## src/rtl/fifo_rd_stream.sv

```systemverilog
// Read-side consumer for the asynchronous FIFO, in the rdclk domain.
// It issues FIFO reads, captures the registered q one cycle later, and
// re-presents the words on a valid/ready stream through a 2-entry buffer.
// It also counts delivered words.
module fifo_rd_stream #(
  parameter int unsigned WIDTH = 8,
  parameter int unsigned CNT_W = 16
) (
  input  logic             rdclk,
  input  logic             rst_n,
  input  logic             fifo_empty,
  input  logic [WIDTH-1:0] fifo_q,
  output logic             fifo_rd,
  output logic             out_valid,
  input  logic             out_ready,
  output logic [WIDTH-1:0] out_data,
  output logic [1:0]       out_level,
  output logic [CNT_W-1:0] rd_cnt
);

  logic             inflight_q;
  logic [1:0]       level_q, level_d;
  logic [WIDTH-1:0] slot0_q, slot0_d;
  logic [WIDTH-1:0] slot1_q, slot1_d;
  logic [CNT_W-1:0] cnt_q, cnt_d;
  logic             push, pop;
  logic [2:0]       occ;

  // Stream outputs and read request; occupancy counts words buffered plus in flight after a pop.
  always_comb begin
    out_valid = (level_q != 2'd0);
    out_data  = slot0_q;
    out_level = level_q;
    rd_cnt    = cnt_q;
    pop       = out_valid & out_ready;
    push      = inflight_q;
    // pop implies level_q >= 1, so this never underflows
    occ       = {1'b0, level_q} + {2'b00, inflight_q} - {2'b00, pop};
    fifo_rd   = ~fifo_empty & (occ < 3'd2);
  end

  // Buffer, level and counter next-state.
  always_comb begin
    slot0_d = slot0_q;
    slot1_d = slot1_q;
    case ({push, pop})
      2'b10: begin
        if (level_q == 2'd0) slot0_d = fifo_q;
        else                 slot1_d = fifo_q;
      end
      2'b01: begin
        if (level_q == 2'd2) slot0_d = slot1_q;
      end
      2'b11: begin
        if (level_q == 2'd1) begin
          slot0_d = fifo_q;
        end else begin
          slot0_d = slot1_q;
          slot1_d = fifo_q;
        end
      end
      default: ;
    endcase
    level_d = level_q + {1'b0, push} - {1'b0, pop};
    cnt_d   = cnt_q + CNT_W'(pop);
  end

  // State registers; a read in flight at reset is dropped with the FIFO.
  always_ff @(posedge rdclk or negedge rst_n) begin
    if (!rst_n) begin
      inflight_q <= 1'b0;
      level_q    <= 2'd0;
      slot0_q    <= '0;
      slot1_q    <= '0;
      cnt_q      <= '0;
    end else begin
      inflight_q <= fifo_rd;
      level_q    <= level_d;
      slot0_q    <= slot0_d;
      slot1_q    <= slot1_d;
      cnt_q      <= cnt_d;
    end
  end

endmodule

```

## config.mk

```make
export PLATFORM = sky130hd
export DESIGN_NAME = fifo_rd_stream
export DESIGN_NICKNAME = d
export VERILOG_FILES = /design/src/rtl/fifo_rd_stream.sv
export SDC_FILE = /design/constraint.sdc
export NUM_CORES = 1
export LEC_CHECK = 0
export ABC_AREA = 0
export ABC_CLOCK_PERIOD_IN_PS = 3300
export CORE_MARGIN = 2
export CORE_UTILIZATION = 50
export DETAILED_ROUTE_END_ITERATION = 10
export PLACE_DENSITY = 0.86
export SLEW_MARGIN = 5
export SYNTH_ARGS = -nofsm -noshare
export SYNTH_HDL_FRONTEND = slang
export SYNTH_SLANG_ARGS = --single-unit
```

## constraint.sdc

```tcl
create_clock -name rdclk -period 3.3 [get_ports rdclk]
set_input_delay 0.33 -clock rdclk [delete_from_list [all_inputs] [get_ports rdclk]]
set_output_delay 0.33 -clock rdclk [all_outputs]
set_load 0.005 [all_outputs]
```

==> impl_metrics.ini, run 1 <==
[routing]
drtPass1Iterations = 4
drt_iter0_drc = 28
via_per_inst = 5.04
ant_nets = 0
drc = 0
num_vias = 1130
wirelength_microns = 3280
wl_per_cell_microns = 14.7

[cts]
cts_tree = built
cts_sinks = 35
clock_latency_ps = 350
numCtsBuffers = 5
clk_path_buf_depth = 2
root_buffer = clkbuf_4
clkSlewWorstSetupHoldPaths_ps = 100
htreeDepth = 2
hold_buffers = 0

[setup_path]
worstSetupPathType = register to output port
crit_family = adder cells
cp-end-kind = output port
worstReg2RegStart = out_level[1]
rr_worst_depth = 6
r2r-end = slot1_q[2]
path_max_fanout = 4
path_buf_inv = 1
cpPeakStageDelay_ps = 480
cp.required_ps = 2970
crit_chain = or2_2 -> nand2_1 -> ha_1 -> ha_1 -> fa_1 -> nor3_2 -> dlymetal6s2s_1
crit_top_cell = ha_1
crit_slowest_cell = fa_1
r2r_slack_ps = 1220
critPathLaunchType = register
critPathArrivalTime_ps = 2450

[finish]
drive_gt1_frac = 0.144
finalInstanceArea_sq_um = 2160
nets = 197
finish.utilization = 0.707
nFillCells = 232
multi_input_area_sq_um = 707
num_antenna_cells = 0
regArea_sq_um = 877
syn_to_final_growth_pct = 34.0

[grt]
antenna_found_initial = 0
grt_pass1_wl_microns = 5180
grt_max_degree = 36
grt_overflow = 0
grt_usage = 0.200
grt_pass1_vias = 1136

[timing]
max_freq_mhz = 359
report.final.slew_viol_count = 0
min_period_ps = 2780
layout_setup_ws_ps = 518
clock_skew_ps = 6.66
worst_slew_pin_slew_ps = 649
setup_viol = 0
final.setup.tns_ps = 0
rsz0062_at_grt = false
relSlewSlack = 0.567
post-route-period-util = 0.843
hold_viol = 0

[logic_synthesis]
synth.net_count = 149
seq_area_frac_synth = 0.543
synth-seq-cells = 35
synth_cells = 131
synth_cell_type_count = 22
synth_area_sq_um = 1610
yosysWarnings = 0
synth_area_per_cell_sq_um = 12.3

[placement]
port_buffers = 39
gp_congestion = 0.787
dpl_worst_slack_ps = 318
hpwl_microns = 2320
dpl-instance-area_sq_um = 2050

[pwr]
powerDensity_nw_per_um2 = 834
p_total_mw = 1.80
ir_drop_uv = 457
leakage_nw = 1.02

[floorplan]
core_sq_um = 3050
die_width_microns = 60.8
die_area_sq_um = 3690
ios = 40
initial_core_util = 0.528
fp-row-count = 20
die_h_microns = 60.8

[min_path]
hold_path.class = input pin to async pin

[status]
status = completed

[run]
cap_violations = 0
-- Yosys cell counts --
cell     instances  share of area
a211o_2          1         0.0062
a21oi_1         10          0.031
and3_1           2         0.0078
buf_6            2          0.014
dfrtp_1         35           0.54
fa_1             1          0.012
ha_1             5          0.039
inv_1            3         0.0070
mux2_4           8          0.075
mux2i_1          8          0.050
nand2_1         10          0.023
nand3_1          4          0.012
nand4_1          4          0.016
nor2_1          12          0.028
nor2b_1          2         0.0078
nor3_1           5          0.016
o21ai_4          1          0.010
o31ai_4          1          0.013
or2_1            1         0.0039
or2_2            1         0.0039
xnor2_1          7          0.038
xor2_1           8          0.043
-- registers in the layout, summed over array words and instances, names as in the netlist --
signal      cells
inflight_q      1
out_data        8
out_level       2
rd_cnt         16
slot1_q         8
-- cell type report --
cell class              count  area share
inverters                   3     0.00521
well taps                  44      0.0255
flip-flops and latches     35       0.406
repair buffers             43       0.196
multi-input cells          91       0.327
clock buffers               6      0.0238
clock inverters             2      0.0162
-- report_power, final --
part	internal, mW	total (mW)	switching (mW)
sequential	0.590	0.717	0.127
clock	0.179	0.320	0.141
combinational	0.456	0.764	0.307
total	1.23	1.80	0.576
-- worst reg2reg max path, cell delays in order (launching register included) --
cell and delay (ps):
dfrtp_2 450, or2_2 300, nand2_1 110, ha_1 260
a21oi_1 50, or2_1 420, mux2_4 380
-- layer usage --
layer  GRT usage  vias to the layer above  wire [microns]
li1            -                      541               -
met2       0.323                       30            1660
met3      0.0661                        5             174
met5           0                        -               0
met1       0.248                      554            1390
met4      0.0839                        0              55
-- cells in the final DEF, fill, tap and decap left out --
| master | synthesis | routed |
|---|---|---|
| nand3_1 | 4 | 4 |
| mux2i_1 | 8 | 8 |
| bufinv_16 | 0 | 1 |
| clkinv_2 | 0 | 1 |
| fa_1 | 1 | 1 |
| or2_1 | 1 | 1 |
| ha_1 | 5 | 5 |
| nand4_1 | 4 | 4 |
| xnor2_1 | 7 | 7 |
| o31ai_4 | 1 | 1 |
| nand2_1 | 10 | 10 |
| clkbuf_4 | 0 | 5 |
| mux2_4 | 8 | 8 |
| dlymetal6s2s_1 | 0 | 1 |
| inv_1 | 3 | 3 |
| a211o_2 | 1 | 1 |
| o21ai_4 | 1 | 1 |
| nor2b_1 | 2 | 2 |
| dfrtp_2 | 0 | 1 |
| dfrtp_1 | 35 | 34 |
| xor2_1 | 8 | 8 |
| and3_1 | 2 | 2 |
| nor3_2 | 0 | 1 |
| buf_4 | 0 | 4 |
| or2_2 | 1 | 1 |
| nor2_1 | 12 | 12 |
| clkdlybuf4s50_1 | 0 | 38 |
| nor3_1 | 5 | 4 |
| a21oi_1 | 10 | 10 |
| clkbuf_8 | 0 | 1 |
-- how the worst max path moves through the flow --
stage	end	from	slack [ps]	cells past startpoint
after global placement	fifo_rd	out_ready	350	7
after floorplan	fifo_rd	out_level[1]	970	6
after detailed placement	fifo_rd	out_ready	320	7
final	fifo_rd	out_level[1]	520	7
after CTS	fifo_rd	out_level[1]	10	7
after global routing	fifo_rd	out_level[1]	390	7
-- through the flow --
| stage | std cells | hold WS (ps) |
|---|---|---|
| floorplan | 131 | 34.4 |
| CTS | 222 | 388 |
| global route | 224 | 413 |
| detailed placement | 214 | 479 |
| finish | 224 | 375 |
| global placement | 214 | 457 |
-- cells by family (layout without fill, tap and decap cells) --
family	after synthesis	after routing	share of synthesized area
AO/OA/AOI/OAI	13	13	0.0606
flip-flops	35	35	0.543
adder cells (fa/ha/maj)	6	6	0.0512
AND/OR/NAND/NOR	41	41	0.118
XOR/XNOR	15	15	0.0815
multiplexers	16	16	0.124
buffers and inverters	5	54	0.0210
-- what timing repair did --
action	4_1_cts	5_1_grt
pin swaps	0	1
endpoints found under the setup margin	1	1
resized for setup	1	2
buffers inserted	0	2
No activity file was read; power rests on OpenSTA's default activity.
==> inputs of run 2 (changes only) <==
ABC_CLOCK_PERIOD_IN_PS = 2300   (was 3300)
CORE_UTILIZATION = 44   (was 50)
PLACE_DENSITY = 0.8   (was 0.86)
clock period = 2.3 ns   (was 3.3 ns; I/O delays follow)
==> run 2 against run 1 <==
The run now ends with negative setup slack left. Count of clock-buffer cells in the layout up 2. Sequential cell count unchanged. Routed wire length up 2.6%.
==> impl_metrics.ini, run 2 (synthesis results as in run 1) <==
[finish]
regArea_sq_um = 876
largest_reg_flops = 16
final_cell_mix = clkdlybuf4s50_1, dfrtp_1, buf_4
syn_to_final_growth_pct = 39.8
nets = 207
num_antenna_cells = 0
finish.utilization = 0.660
nFillCells = 262
finalInstanceArea_sq_um = 2250
multi_input_area_sq_um = 749
drive_gt1_frac = 0.211
final_common_cell = clkdlybuf4s50_1
fin_cells = 236

[timing]
rsz0062_at_grt = true
hold_viol = 0
worst_slew_pin_slew_ps = 587
final.setup.tns_ps = -205
clock_skew_ps = 3.36
max_freq_mhz = 399
whs_ps = 307
report.final.slew_viol_count = 0
setup_viol = 1
relSlewSlack = 0.609
min_period_ps = 2510
post-route-period-util = 1.09
layout_setup_ws_ps = -205

[routing]
drc = 0
drtPass1Iterations = 4
wirelength_microns = 3370
drt_iter0_drc = 31
num_vias = 1170
wl_per_cell_microns = 14.3
ant_nets = 0
via_per_inst = 4.96

[grt]
grt_pass1_wl_microns = 5740
grt_usage = 0.184
grt_overflow = 0
grt_max_degree = 36
antenna_found_initial = 0
grt_pass1_vias = 1255

[min_path]
hold_path.class = input pin to async pin

[setup_path]
critPathLaunchType = register
cp.required_ps = 2070
cp-end-kind = output port
path_max_fanout = 2
critPathArrivalTime_ps = 2280
worstSetupPathType = register to output port

[cts]
clk_path_buf_depth = 2
clkSlewWorstSetupHoldPaths_ps = 100
cts_tree = built
htreeDepth = 2
clock_latency_ps = 320
cts_sinks = 35
root_buffer = clkbuf_4
numCtsBuffers = 5

[pwr]
switchingPower_mw = 0.856
powerDensity_nw_per_um2 = 1180
p_total_mw = 2.65
clock_power_share = 0.139
p_int_mw = 1.80
ir_drop_uv = 740
sw_frac_of_total = 0.322
leakage_nw = 1.05
seq_power_share = 0.380
combPwrFrac = 0.480

[floorplan]
initial_core_util = 0.472
core_sq_um = 3420
die_h_microns = 64.5
ios = 40
die_area_sq_um = 4160
fp-row-count = 21
die_width_microns = 64.5

[placement]
placed_cells = 224
hpwl_microns = 2470
dpl_worst_slack_ps = -509
port_buffers = 39
dpl-instance-area_sq_um = 2110
gp_congestion = 0.768

[status]
status = finished, violations left
violations = negative setup slack

[run]
cap_violations = 0
run 2: cell types whose count changed in the layout (fill, tap and decap cells not counted), sizes merged:
cell          previous run  this run
buf                      4        15
bufinv                   1         0
clkbuf                   6         8
clkinv                   1         0
dlymetal6s2s             1         0
run 2: critical path, stage by stage, from the launching register on:
cell and delay (ps):
dfrtp_1 390, or2_4 270, nand2_4 70, ha_4 200
ha_4 160, fa_2 350, xnor2_1 140, nor3_2 220
buf_2 150
run 2: cell type report:
class	instances	area share
inverters	3	0.00500
clock buffers	8	0.0305
well taps	46	0.0255
multi-input cells	91	0.333
repair buffers	53	0.218
flip-flops and latches	35	0.389
run 2: final timing paths:
kind                         endpoint  depth (start not counted)  slack [ps]    startpoint
hold reg to reg            rd_cnt[15]                          1         470    rd_cnt[15]
max in group asynchronous  rd_cnt[15]                          2        1670         rst_n
setup / recovery              fifo_rd                          8        -210  out_level[1]
hold / removal              rd_cnt[0]                          2         310         rst_n
setup reg to reg           rd_cnt[14]                         12         250  out_level[0]
min in group rdclk         rd_cnt[15]                          1         470    rd_cnt[15]
run 2: per-layer routing:
layer	routed length, microns	global-route usage
met5	0	0
met1	1390	0.217
met4	29	0.0824
met2	1820	0.316
met3	128	0.0451
run 2: power groups by stage:
stage                     Clock, mW  Combinational, mW  Sequential, mW
final                         0.369               1.28            1.01
after global routing          0.411               1.40            1.04
after CTS                     0.381               1.27            1.01
after detailed placement          0               1.15            1.02
after global placement            0               1.10           0.997
after floorplan                   0              0.595            1.03
run 2: timing repair:
| action | in CTS | in global routing |
|---|---|---|
| setup buffers | 3 | 1 |
| resized for setup | 11 | 2 |
| setup endpoints to repair | 1 | 4 |
| hold buffers | 0 | 0 |
| pin swaps | 5 | 1 |
==> inputs of run 3 (changes only) <==
HOLD_SLACK_MARGIN = 0.1   (was default)
SKIP_LAST_GASP = 1   (was default)
==> results of run 3 <==
The final DEF is identical to that of run 2; final timing and power are the same.
